`src/rtl/sync_fifo_fwft_stream_reader.sv`:
```
// Read-side drain for an FWFT FIFO: pops words into a two-entry skid buffer,
// presents them on a registered valid/ready stream, frames fixed-length
// packets with o_last and counts completed packets.
//
// Stream handshake: a beat transfers at a rising edge where o_valid and
// i_ready are both 1. While o_valid=1 and i_ready=0, o_data and o_last hold.
// Only i_clr or rst can drop o_valid without a transfer.
module sync_fifo_fwft_stream_reader #(
    parameter int DATA_WIDTH = 8,
    parameter int PKT_LEN    = 4
) (
    input  logic                  clk,
    input  logic                  rst,
    input  logic                  i_clr,
    input  logic                  i_fifo_empty,
    input  logic [DATA_WIDTH-1:0] i_fifo_rd_data,
    output logic                  o_fifo_rd_en,
    output logic                  o_valid,
    output logic [DATA_WIDTH-1:0] o_data,
    output logic                  o_last,
    input  logic                  i_ready,
    output logic [15:0]           o_pkt_count
);

    localparam int BW = (PKT_LEN > 1) ? $clog2(PKT_LEN) : 1;
    localparam logic [BW-1:0] LAST_BEAT = BW'(PKT_LEN - 1);

    // Buffer occupancy doubles as the state of the skid controller.
    typedef enum logic [1:0] {
        OCC_0 = 2'd0,
        OCC_1 = 2'd1,
        OCC_2 = 2'd2
    } occ_t;

    occ_t                  occ, occ_nxt;
    logic [DATA_WIDTH-1:0] out_reg, out_nxt;
    logic [DATA_WIDTH-1:0] skid_reg, skid_nxt;
    logic [BW-1:0]         beat_cnt, beat_nxt;
    logic [15:0]           pkt_cnt, pkt_nxt;
    logic                  pop;
    logic                  hs;

    // Pop decision never looks at i_ready, so rd_en has no combinational
    // path from the downstream consumer.
    assign pop          = !i_fifo_empty && !i_clr && (occ != OCC_2);
    assign o_fifo_rd_en = pop && !rst;
    assign o_valid      = (occ != OCC_0);
    assign hs           = o_valid && i_ready;
    assign o_data       = out_reg;
    assign o_last       = o_valid && (beat_cnt == LAST_BEAT);
    assign o_pkt_count  = pkt_cnt;

    // Next occupancy and buffer contents; clear empties the buffer.
    always_comb begin
        occ_nxt  = occ;
        out_nxt  = out_reg;
        skid_nxt = skid_reg;
        if (i_clr) begin
            occ_nxt = OCC_0;
        end else begin
            case (occ)
                OCC_0: begin
                    if (pop) begin
                        out_nxt = i_fifo_rd_data;
                        occ_nxt = OCC_1;
                    end
                end
                OCC_1: begin
                    if (pop && hs) begin
                        out_nxt = i_fifo_rd_data;
                    end else if (pop) begin
                        skid_nxt = i_fifo_rd_data;
                        occ_nxt  = OCC_2;
                    end else if (hs) begin
                        occ_nxt = OCC_0;
                    end
                end
                OCC_2: begin
                    if (hs) begin
                        out_nxt = skid_reg;
                        occ_nxt = OCC_1;
                    end
                end
                default: occ_nxt = OCC_0;
            endcase
        end
    end

    // Packet framing counters; a handshake coinciding with clear is dropped.
    always_comb begin
        beat_nxt = beat_cnt;
        pkt_nxt  = pkt_cnt;
        if (i_clr) begin
            beat_nxt = '0;
            pkt_nxt  = '0;
        end else if (hs) begin
            if (beat_cnt == LAST_BEAT) begin
                beat_nxt = '0;
                pkt_nxt  = pkt_cnt + 16'd1;
            end else begin
                beat_nxt = beat_cnt + BW'(1);
            end
        end
    end

    // State registers with asynchronous reset.
    always_ff @(posedge clk or posedge rst) begin
        if (rst) begin
            occ      <= OCC_0;
            out_reg  <= '0;
            skid_reg <= '0;
            beat_cnt <= '0;
            pkt_cnt  <= '0;
        end else begin
            occ      <= occ_nxt;
            out_reg  <= out_nxt;
            skid_reg <= skid_nxt;
            beat_cnt <= beat_nxt;
            pkt_cnt  <= pkt_nxt;
        end
    end

endmodule

```
`config.mk`:
```
export PLATFORM = sky130hd
export DESIGN_NAME = sync_fifo_fwft_stream_reader
export DESIGN_NICKNAME = d
export VERILOG_FILES = /design/src/rtl/sync_fifo_fwft_stream_reader.sv
export SDC_FILE = /design/constraint.sdc
export NUM_CORES = 1
export LEC_CHECK = 0
export ABC_AREA = 1
export CORE_MARGIN = 5
export CORE_UTILIZATION = 55
export DETAILED_ROUTE_END_ITERATION = 16
export HOLD_SLACK_MARGIN = 0.02
export PLACE_DENSITY = 0.82
export SLEW_MARGIN = 5
export SYNTH_ARGS = -nofsm -noshare
export SYNTH_HDL_FRONTEND = slang
export SYNTH_SLANG_ARGS = --single-unit
```
`constraint.sdc`:
```
create_clock -name clk -period 3.2 [get_ports clk]
set_clock_uncertainty 0.05 [all_clocks]
set_input_delay 0.64 -clock clk [delete_from_list [all_inputs] [get_ports clk]]
set_output_delay 0.64 -clock clk [all_outputs]
set_load 0.01 [all_outputs]
```
==> results by group <==
Placed design
  • Dpl hpwl: roughly 3200 um
  • I/O Buffers: 39
  • GPL Wtd Cong: 0.8567

Global route
  • Total gr overflow: 0
  • Vias in the first global route: approximately 1700
  • Aggregate global-route resource usage: 0.1911
  • Pin count of the biggest net entering global routing: 37
  • First-pass GRT wire length: approximately 7700 um
  • Antenna violations before repair: 0

Timing
  • Final Hold Viols: 0
  • Worst Tran Pin Value: between 500 and 600 ps
  • Slew HR: 0.6075
  • RSZ-0062 raised after global routing: no
  • Setup TNS: 0 ps
  • Tmin final: 2741 ps
  • Period utilization: 0.8564
  • Final Slew Violations: 0
  • Peak Freq: roughly 0.36 GHz
  • Final number of setup-violating endpoints: 0

Pwr
  • Maximum VDD drop: around 0.00028 V
  • Leakage power: 1.141 nW
  • PD cells: 477.9 nW/um^2

Route
  • WL final: about 4300 um
  • Drt pass-1 iters: 4
  • Mean routed wirelength per cell: 12.19 um
  • Antenna-violating nets left: 0
  • Via count: roughly 1800
  • Initial DRC Count: approximately 150
  • DR DRC count: 0
  • DR vias/cell: roughly 5.2

Clock tree
  • CTS H-tree depth: 2
  • TritonCTS buffer count: 5
  • Clock-pin slew on the worst setup and hold paths: approximately 110 ps
  • Worst skew pair latency: about 350 ps
  • Post-CTS setup buffers: 0
  • # resized after CTS: 0
  • Clock sink count: 36
  • Hold_buf cts: 0
  • Max clock buf depth: 2
  • CTS tree: done
  • CTS root buffer: clkbuf_4

Min path
  • Worst min-delay path class: flip-flop to flip-flop

Synthesis
  • Synth Area in Adders: 0.01276
  • Dominant synthesized flop cell: dfrtp_1
  • Netlist cell types: 28
  • Register area share after synthesis: 0.4595
  • Post-synthesis mux area share: 0
  • Post-Syn Area per Cell: 7.343 um^2
  • Syn Nets: between 200 and 300
  • Synth top area share: 0.4595
  • Area contributors post-synth: dfrtp_1, nand2_1, nor2_1, o21ai_0, inv_1
  • YS warnings: 0
  • Post-synth EDFFs: 0
  • Gate Count Post-Synth: between 200 and 300
  • Combinational family with the most area after synthesis: simple AND/OR/NAND/NOR gates
  • Ys async rst share: 1.000
  • Simple-gate share of the synthesized area: 0.3376
  • Syn Std Cell Area: 1961 um^2
  • Post-synthesis xor/xnor area fraction: 0.01340
  • Synth area leader: dfrtp_1
  • #FFs+latches synth: 36
  • Compound-Gate Fraction of Synth Area: 0.09572

Setup path
  • Worst path cell trace: clkdlybuf4s50_1 > nor2_1 > nand2_1 > nor2_1 > clkdlybuf4s50_1
  • Crit path max-delay cell type: clkdlybuf4s50_1
  • Cell family with most CP delay: buffers and inverters
  • WP buf/inv: 2
  • Worst path required time: around 2500 ps
  • CP startpoint kind: input port
  • CP arrival: 2050 ps
  • CP peak stage delay: around 530 ps
  • Crit path max fanout: 5
  • Worst Path Class, Setup: input port to output port
  • Worst setup EP type: output port

Run status
  • Status: finished clean

Cells and area
  • Util after Layout: 0.7139
  • Multi-input logic area: 900.9 um^2
  • Diodes inserted: 0
  • Reg area: 900.9 um^2
  • Commonest cells after routing, fill and taps aside: nand2_1, clkdlybuf4s50_1, dfrtp_1, nor2_1, inv_1
  • Most common cell after layout, fill and taps aside: nand2_1
  • Number of flip-flops in the largest register: 16
  • Share of cells above drive strength 1: 0.04531
  • Fillers: 280
  • Area growth, synth to finish: 23.42%
  • Nets@finish: roughly 320

Die
  • Die area: 4859 um^2
  • Die Ht: around 70 um
  • Rows: 21
  • I/O pins: 40
  • Chip Width: ~70 um
  • Initial Utilization: 0.5784
  • Core area: about 3400 um^2

Run
  • Max cap viols: 0
Yosys cell counts (2+ instances only):
cell type	count
inv_1	26
dfrtp_1	36
nand4_1	13
nand2_1	95
o21ai_1	3
buf_6	3
ha_1	2
nand3_1	15
inv_2	2
a21oi_1	4
nor2_1	30
xor2_1	2
o21ai_0	20
o21bai_1	2
cells by family after synthesis:
logic type               after synthesis
buffers and inverters                 35
adder cells (fa/ha/maj)                2
flip-flops                            36
AO/OA/AOI/OAI                         33
XOR/XNOR                               3
AND/OR/NAND/NOR                      158
final timing paths:
| path | startpoint | endpoint | slack (ps) | depth (start not counted) |
|---|---|---|---|---|
| max | i_clr | o_fifo_rd_en | 460 | 5 |
| min | o_data[2]$_DFFE_PP0P_ | o_data[2]$_DFFE_PP0P_ | 440 | 2 |
| max reg2reg | beat_cnt[0]$_DFFE_PP0P_ | o_pkt_count[7]$_DFFE_PP0P_ | 1600 | 8 |
| min reg2reg | o_data[2]$_DFFE_PP0P_ | o_data[2]$_DFFE_PP0P_ | 440 | 2 |
| max in group asynchronous | rst | o_data[3]$_DFFE_PP0P_ | 2080 | 3 |
| min in group asynchronous | rst | beat_cnt[0]$_DFFE_PP0P_ | 670 | 3 |
cell type report:
| type | instances | share of cell area |
|---|---|---|
| clock inverters | 1 | 0.002068 |
| well taps | 46 | 0.02378 |
| repair buffers | 41 | 0.1675 |
| flip-flops and latches | 36 | 0.3723 |
| inverters | 29 | 0.04498 |
| clock buffers | 6 | 0.01706 |
| multi-input cells | 196 | 0.3723 |
worst reg2reg max path, stage by stage (launching register included):
cell,delay [ps]
dfrtp_1,430
ha_1,230
inv_1,80
nand2_1,100
nand2_2,110
buf_4,240
nor2_4,60
o21ai_0,150
nor2_1,60
metrics by stage:
| stage | cells | area, um^2 | hold slack (ps) | power [W] | worst slack, ps |
|---|---|---|---|---|---|
| 2_1_floorplan | 267 | 1961 | 395.9 | 0.0007813 | 1518 |
| 3_3_place_gp | 348 | 2374 | 414.9 | 0.0009223 | 463.7 |
| 3_5_place_dp | 348 | 2374 | 416.9 | 0.0009356 | 456.7 |
| 4_1_cts | 355 | 2420 | 443.8 | 0.001171 | 447.4 |
| 5_1_grt | 355 | 2420 | 479.0 | 0.001245 | 374.4 |
| 6_report | 355 | 2420 | 440.8 | 0.001156 | 459.4 |
metal layers:
layer / wire, um / track usage / up-vias
met1: 1909 / 0.2443 / 838
li1: - / - / 940
met3: 297 / 0.05652 / 6
met4: 48 / 0.06170 / 0
met5: 0 / 0 / -
met2: 2071 / 0.3104 / 50
power breakdown:
part	total, W	switching, W	internal (W)
Sequential	0.000611	0.0000623	0.000548
Clock	0.000232	0.000151	0.0000809
Combinational	0.000314	0.000159	0.000155
Total	0.00116	0.000372	0.000784
No activity file was read; power rests on OpenSTA's default activity.
